<file path="src/rtl/pic16_pkg.sv">
// Shared PIC16F core constants and the call-stack operation encoding.
package pic16_pkg;

  localparam int PC_W        = 13;
  localparam int STACK_DEPTH = 8;
  localparam int STACK_PTR_W = 3;

  typedef enum logic [1:0] {
    STK_HOLD    = 2'b00,
    STK_PUSH    = 2'b01,
    STK_POP     = 2'b10,
    STK_REPLACE = 2'b11
  } stack_op_e;

  function automatic stack_op_e stack_op(input logic push, input logic pop);
    return stack_op_e'({pop, push});
  endfunction

endpackage

</file>
<file path="src/rtl/stack_regfile.sv">
// Return-address storage: one synchronous write port, one asynchronous read port,
// synchronous clear of every entry.
module stack_regfile #(
  parameter int PC_W  = pic16_pkg::PC_W,
  parameter int DEPTH = pic16_pkg::STACK_DEPTH,
  parameter int PTR_W = pic16_pkg::STACK_PTR_W
) (
  input  logic             clk,
  input  logic             rst,
  input  logic             we_i,
  input  logic [PTR_W-1:0] waddr_i,
  input  logic [PC_W-1:0]  wdata_i,
  input  logic [PTR_W-1:0] raddr_i,
  output logic [PC_W-1:0]  rdata_o
);

  logic [PC_W-1:0] mem_q [DEPTH];

  always_ff @(posedge clk) begin
    if (rst) begin
      for (int i = 0; i < DEPTH; i++) mem_q[i] <= '0;
    end else if (we_i) begin
      mem_q[waddr_i] <= wdata_i;
    end
  end

  assign rdata_o = mem_q[raddr_i];

endmodule

</file>
<file path="src/rtl/call_stack.sv">
// PIC16F circular return-address stack: sp/depth control, push/pop arbitration
// and sticky overflow/underflow debug flags.
module call_stack #(
  parameter int PC_W  = pic16_pkg::PC_W,
  parameter int DEPTH = pic16_pkg::STACK_DEPTH,
  parameter int PTR_W = pic16_pkg::STACK_PTR_W
) (
  input  logic             clk,
  input  logic             rst,
  input  logic             push_en,
  input  logic [PC_W-1:0]  push_data,
  input  logic             pop_en,
  input  logic             flags_clr,
  output logic [PC_W-1:0]  tos_out,
  output logic [PTR_W:0]   depth,
  output logic             ovf_flag,
  output logic             unf_flag
);

  import pic16_pkg::*;

  localparam logic [PTR_W:0] FULL = (PTR_W+1)'(DEPTH);

  logic [PTR_W-1:0] sp_q, sp_d;
  logic [PTR_W:0]   depth_q, depth_d;
  logic             ovf_q, ovf_d;
  logic             unf_q, unf_d;
  logic [PTR_W-1:0] top_idx;
  logic [PTR_W-1:0] waddr;
  logic             we;
  stack_op_e        op;

  assign op      = stack_op(push_en, pop_en);
  assign top_idx = sp_q - 1'b1;

  always_comb begin
    sp_d    = sp_q;
    depth_d = depth_q;
    ovf_d   = flags_clr ? 1'b0 : ovf_q;
    unf_d   = flags_clr ? 1'b0 : unf_q;
    we      = 1'b0;
    waddr   = sp_q;
    unique case (op)
      STK_PUSH: begin
        we   = 1'b1;
        sp_d = sp_q + 1'b1;
        if (depth_q == FULL) ovf_d = 1'b1;
        else depth_d = depth_q + 1'b1;
      end
      STK_POP: begin
        sp_d = sp_q - 1'b1;
        if (depth_q == '0) unf_d = 1'b1;
        else depth_d = depth_q - 1'b1;
      end
      // Tail call: overwrite the top in place, even on an empty stack.
      STK_REPLACE: begin
        we    = 1'b1;
        waddr = top_idx;
      end
      default: ;
    endcase
  end

  always_ff @(posedge clk) begin
    if (rst) begin
      sp_q    <= '0;
      depth_q <= '0;
      ovf_q   <= 1'b0;
      unf_q   <= 1'b0;
    end else begin
      sp_q    <= sp_d;
      depth_q <= depth_d;
      ovf_q   <= ovf_d;
      unf_q   <= unf_d;
    end
  end

  stack_regfile #(
    .PC_W  (PC_W),
    .DEPTH (DEPTH),
    .PTR_W (PTR_W)
  ) u_regfile (
    .clk     (clk),
    .rst     (rst),
    .we_i    (we),
    .waddr_i (waddr),
    .wdata_i (push_data),
    .raddr_i (top_idx),
    .rdata_o (tos_out)
  );

  assign depth    = depth_q;
  assign ovf_flag = ovf_q;
  assign unf_flag = unf_q;

endmodule

</file>
<file path="config.mk">
export PLATFORM = sky130hd
export DESIGN_NAME = call_stack
export DESIGN_NICKNAME = d
export VERILOG_FILES = /design/src/rtl/pic16_pkg.sv /design/src/rtl/stack_regfile.sv /design/src/rtl/call_stack.sv
export SDC_FILE = /design/constraint.sdc
export NUM_CORES = 1
export LEC_CHECK = 0
export BUFFER_PORTS_ARGS = -buffer_cell sky130_fd_sc_hd__buf_2
export CAP_MARGIN = 20
export CORE_UTILIZATION = 44
export DETAILED_ROUTE_END_ITERATION = 10
export PLACE_DENSITY = 0.7
export SETUP_SLACK_MARGIN = 0.05
export SYNTH_ARGS = -nofsm -noshare
export SYNTH_HDL_FRONTEND = slang
export SYNTH_SLANG_ARGS = --single-unit
</file>
<file path="constraint.sdc">
create_clock -name clk -period 3.5 [get_ports clk]
set_input_delay 0.525 -clock clk [delete_from_list [all_inputs] [get_ports clk]]
set_output_delay 0.525 -clock clk [all_outputs]
set_load 0.03 [all_outputs]
</file>
==> run_results.csv, run 1 <==
group,metric,value,unit
place,place.gp.congestion,0.764,
critical_path,start_kind,"flip-flop",
synthesis,ys.flop_type,"edfxtp_1",
timing,worst_slack,0.595,ns
clocking,cts_resized,0,
synthesis,syn_nets,413,
synthesis,async_flop_share,0,
die,die_height,112,µm
clocking,cts_setup_buffers,0,
place,io_buffer_count,36,
layout,multi_input_area,1820,µm²
timing,rsz0062_at_grt,"no",
synthesis,yosysTopAreaCell,"edfxtp_1",
layout,area_growth,17.4,%
synthesis,syn-instance-count,388,
clocking,clockRootBuffer,"clkbuf_16",
critical_path,crit_path_end_kind,"output port",
timing,period_needed,2.91,ns
route,viasPerCell,5.55,
critical_path,worstPathBufferInverterCount,3,
place,place_hpwl,7760,µm
die,io_pins,37,
timing,final-max-slew-violation-count,0,
critical_path,slowest_stage,"dfxtp_1",
global_route,grt_usage,0.201,
critical_path,worstPathMaxFanout,15,
clocking,cts_tree,"built",
timing,max_freq,344,MHz
route,drtPass1Iterations,8,
synthesis,synth.area.top_cells,"edfxtp_1 (59%), mux4_2 (11%), nor2_1 (7.5%)",
worst_hold_path,min_path_type,"in -> reg",
layout,num_antenna_cells,0,
timing,max_slew_margin,0.428,
synthesis,synth_cell_type_count,40,
die,die_w,112,µm
timing,final.setup.tns,0,ns
route,drc_errors,4,
job,drv_cap,0,
die,core,11600,µm²
layout,layout.filler_cells,963,
critical_path,cp.required,2.97,ns
die,rows,39,
power_and_ir_drop,finalPower,3.87,mW
route,via_count,3296,
synthesis,synth_top_area_share,0.590,
clocking,clk_pin_slew_worst_paths,0.05,ns
power_and_ir_drop,ir_worst_vdd,0.000407,V
timing,finClkSkew,0.0148,ns
clocking,cts_made_buffers,17,
layout,nNetsFinal,463,
clocking,insertion_delay,0.41,ns
synthesis,synth_area,5300,µm²
synthesis,synth_seq_cells,113,
synthesis,yosysWarnings,0,
synthesis,synth.most_common_cell,"nor2_1",
synthesis,synth_common_cells,"nor2_1 (106), edfxtp_1 (104), mux4_2 (26)",
route,first_iter_violations,271,
clocking,clock-sinks,113,
critical_path,critical-path-top-delay-family,"multiplexers",
run_status,violations,"DRC",
layout,seq_area,3300,µm²
die,die_area,12500,µm²
global_route,grt_overflow_total,0,
global_route,antenna_found_initial,0,
synthesis,synth-edff-count,104,
critical_path,path_cells,"inv_1 -> ha_1 -> buf_4 -> mux4_2 -> mux2_2 -> buf_2",
clocking,htree_levels,4,
global_route,grt_max_degree,33,
place,dp_worst_setup_slack,0.708,ns
critical_path,crit_arrival,2.38,ns
power_and_ir_drop,p_leak,2.31,nW
route,wl,11600,µm
power_and_ir_drop,p_per_area,623,nW/µm²
synthesis,avgSynthCellArea,13.7,µm²
clocking,ctsHoldBuffers,0,
route,wire_per_inst,19.6,µm
critical_path,slowest_delay,0.40,ns
synthesis,seq_area_frac_synth,0.624,
timing,setup_viol,0,
timing,finalHoldViolCount,0,
layout,drive_above_1_share,0.302,
global_route,grt_pass1_wl,18300,µm
critical_path,critPathKind,"reg -> out",
route,ant_nets,0,
timing,worst_pin_slew,0.856,ns
global_route,first_global_vias,3422,
clocking,max-clock-path-buffers,2,
die,start_util,0.458,
run_status,status,"complete, but fails checks",
timing,finalCritPeriodShare,0.830,
timing,fin_hold_ws,0.389,ns
## path summary, 6_finish.rpt
kind	from	slack [ns]	endpoint	depth (start not counted)
max	sp_q[1]	0.59	tos_out[9]	6
min	flags_clr	0.39	unf_flag	3
min reg2reg	unf_flag	0.48	unf_flag	2
max reg2reg	sp_q[1]	0.87	u_regfile.mem_q[3][12]	7
## where the power goes
part / internal [mW] / total, mW / switching, mW / leakage (nW)
Combinational: 0.267 / 0.709 / 0.442 / 0.882
Clock: 1.02 / 1.57 / 0.551 / 0.272
Sequential: 1.56 / 1.59 / 0.0318 / 1.15
Total: 2.85 / 3.87 / 1.02 / 2.31
## metal layers
layer | wire length [µm] | GRT usage | vias up | part of all wire
met5 | 0 | 0 | - | 0
met4 | 44 | 0.0802 | 0 | 0.0038
met3 | 801 | 0.0457 | 5 | 0.069
met2 | 5800 | 0.320 | 133 | 0.50
met1 | 4980 | 0.268 | 1647 | 0.43
li1 | - | - | 1511 | -
## stage by stage
| stage | area (µm²) | utilization | instances |
|---|---|---|---|
| 6_report | 6220 | 0.538 | 594 |
| 5_1_grt | 6220 | 0.538 | 594 |
| 4_1_cts | 6220 | 0.538 | 594 |
| 3_5_place_dp | 5670 | 0.491 | 562 |
| 3_3_place_gp | 5630 | 0.487 | 558 |
| 2_1_floorplan | 5300 | - | 388 |
## area by class of cell
class	instances	area share
repair buffers	55	0.0543
well taps	143	0.0288
inverters	9	0.00543
flip-flops and latches	113	0.531
clock inverters	7	0.00946
multi-input cells	242	0.293
clock buffers	25	0.0781
## flip-flops by register name (all words and copies together) (netlist names)
| signal | cells |
|---|---|
| u_regfile.mem_q | 104 |
| depth | 4 |
| sp_q | 3 |
| ovf_flag | 1 |
| unf_flag | 1 |
## worst register-to-register path, delay by kind of cell, from the launching register on
kind / cells / cell delay (ns)
AND/OR/NAND/NOR: 1 / 0.08
AO/OA/AOI/OAI: 2 / 1.09
flip-flops: 1 / 0.40
adder cells (fa/ha/maj): 1 / 0.34
buffers and inverters: 3 / 0.43
## logic make-up after synthesis
logic type | share of synthesized area
mux | 0.140
buf+inv | 0.0328
xor+xnor | 0.0142
fa+ha+maj | 0.0165
compound gates | 0.0371
flops | 0.624
simple gates | 0.136
## cells in the final DEF (no fill, tap or decap), types with 6 or more instances in the layout
master	n
inv_1	9
nor2_1	106
mux4_2	26
dfxtp_1	8
o21bai_1	8
buf_4	15
nand2_1	24
clkbuf_16	17
nand2_4	6
ha_1	7
edfxtp_1	104
a21oi_1	8
buf_2	36
mux2_2	13
Note: power is estimated with default switching activity, not from simulation.
==> run 2, diff against run 1 <==
==> constraint.sdc (replaced) <==
create_clock -name clk -period 3 [get_ports clk]
set_input_delay 0.45 -clock clk [delete_from_list [all_inputs] [get_ports clk]]
set_output_delay 0.45 -clock clk [all_outputs]
set_load 0.03 [all_outputs]
==> run 2 against run 1 <==
Against the previous run: the run still ends with DRC left; register-to-register slack got worse by 0.28 ns; cell area rose by 0.89%; utilization rose by 0.48 points; setup slack got worse by 0.41 ns; non-clock buffer count rose by 7; sequential power rose by 17%; critical path type unchanged; largest power group unchanged.
==> run_results.csv, run 2 (synthesis gave the netlist of run 1 again) <==
group,metric,value,unit
timing,period_needed,2.81,ns
power_and_ir_drop,finalPower,4.54,mW
critical_path,critical-path-top-delay-family,"multiplexers",
clocking,cts_made_buffers,17,
critical_path,path_cells,"inv_1 -> ha_1 -> buf_4 -> mux4_2 -> mux2_2 -> buf_2",
critical_path,slowest_delay,0.41,ns
power_and_ir_drop,intPower,3.33,mW
power_and_ir_drop,p_sw_frac,0.266,
die,die_height,112,µm
critical_path,critPathKind,"reg -> out",
die,die_area,12500,µm²
power_and_ir_drop,pwr-share-seq,0.410,
global_route,grt_pass1_wl,18700,µm
clocking,clockRootBuffer,"clkbuf_16",
global_route,grt_overflow_total,0,
route,first_iter_violations,276,
critical_path,worstPathMaxFanout,19,
clocking,cts_resized,0,
timing,max_freq,356,MHz
run_status,status,"complete, but fails checks",
route,ant_nets,0,
run_status,violations,"DRC",
power_and_ir_drop,p_comb_frac,0.185,
global_route,grt_max_degree,28,
critical_path,r2r_slack,0.59,ns
route,drc_errors,4,
clocking,cts_tree,"built",
power_and_ir_drop,clkPwrFrac,0.405,
timing,finalCritPeriodShare,0.937,
power_and_ir_drop,p_leak,2.34,nW
route,drtPass1Iterations,7,
place,io_buffer_count,36,
layout,largest_register,"u_regfile.mem_q",
critical_path,crit_start,"sp_q[1]",
layout,nNetsFinal,470,
global_route,antenna_found_initial,0,
timing,finClkSkew,0.00647,ns
die,rows,39,
clocking,ctsHoldBuffers,0,
timing,setup_viol,0,
timing,finalHoldViolCount,0,
clocking,max-clock-path-buffers,2,
die,io_pins,37,
clocking,cts_setup_buffers,0,
critical_path,slowest_stage,"dfxtp_1",
clocking,insertion_delay,0.41,ns
place,place_inst,569,
worst_hold_path,min_from,"flags_clr",
critical_path,cp.required,2.55,ns
timing,final.setup.tns,0,ns
layout,layout.filler_cells,938,
power_and_ir_drop,power.switching,1.21,mW
route,wl,11800,µm
route,viasPerCell,5.56,
job,drv_cap,0,
place,place_hpwl,7760,µm
critical_path,start_kind,"flip-flop",
route,wire_per_inst,19.6,µm
clocking,clock-sinks,113,
critical_path,reg2reg_from,"sp_q[1]",
global_route,grt_usage,0.206,
worst_hold_path,min_path_type,"in -> reg",
layout,fin_util,0.542,
power_and_ir_drop,p_per_area,723,nW/µm²
die,core,11600,µm²
layout,area_growth,18.5,%
layout,layout.cells.non_filler,601,
layout,final_cell_mix,"nor2_1 (106), edfxtp_1 (104), buf_2 (36)",
layout,largest_reg_flops,104,
critical_path,crit_arrival,2.36,ns
layout,drive_above_1_share,0.312,
layout,num_antenna_cells,0,
timing,rsz0062_at_grt,"no",
timing,final-max-slew-violation-count,0,
power_and_ir_drop,ir_worst_vdd,0.000445,V
die,die_w,112,µm
place,place.gp.congestion,0.782,
timing,worst_pin_slew,0.658,ns
clocking,htree_levels,4,
clocking,clk_pin_slew_worst_paths,0.05,ns
route,via_count,3341,
critical_path,worstPathBufferInverterCount,3,
layout,final_common_cell,"nor2_1",
die,start_util,0.458,
global_route,first_global_vias,3492,
timing,max_slew_margin,0.559,
critical_path,crit_path_end_kind,"output port",
run 2: worst paths after layout:
check | endpoint | cells past startpoint
setup / recovery | tos_out[5] | 6
hold / removal | unf_flag | 3
setup reg to reg | u_regfile.mem_q[4][8] | 8
hold reg to reg | unf_flag | 2
run 2: area by class of cell:
type | instances | area, µm² | area share
clock buffer | 28 | 528 | 0.0842
clock inverter | 4 | 21.3 | 0.00339
inverter | 9 | 33.8 | 0.00538
multi-input combinational | 242 | 1820 | 0.290
sequential | 113 | 3300 | 0.527
tap | 143 | 179 | 0.0285
timing repair buffer | 62 | 388 | 0.0618
run 2: routing by layer:
layer	vias to the layer above	track usage	part of all wire
met1	1665	0.261	0.40
met2	140	0.331	0.51
met5	-	0	0
li1	1521	-	-
met3	15	0.0604	0.081
met4	0	0.0865	0.010
run 2: worst reg2reg max path, cell delays in order (launching register included):
cell	delay, ns
dfxtp_1	0.41
inv_1	0.09
ha_1	0.29
buf_4	0.23
and3_1	0.20
a21oi_1	0.26
or2_1	0.37
buf_12	0.22
nor2_1	0.09
run 2: power groups by stage:
stage | clock (mW) | combinational (mW) | sequential, mW
6_report | 1.84 | 0.838 | 1.86
4_1_cts | 1.85 | 0.844 | 1.86
3_3_place_gp | 0 | 0.825 | 1.89
3_5_place_dp | 0 | 0.838 | 1.89
5_1_grt | 1.93 | 0.896 | 1.87
2_1_floorplan | 0 | 0.590 | 1.89
run 2: per-stage QoR:
stage | hold slack, ns | worst slack (ns) | cell area (µm²)
floorplan | 0.510 | 0.573 | 5300
global placement | 0.462 | 0.685 | 5720
detailed placement | 0.474 | 0.606 | 5720
CTS | 0.306 | 0.169 | 6270
global route | 0.322 | 0.105 | 6270
finish | 0.327 | 0.188 | 6270
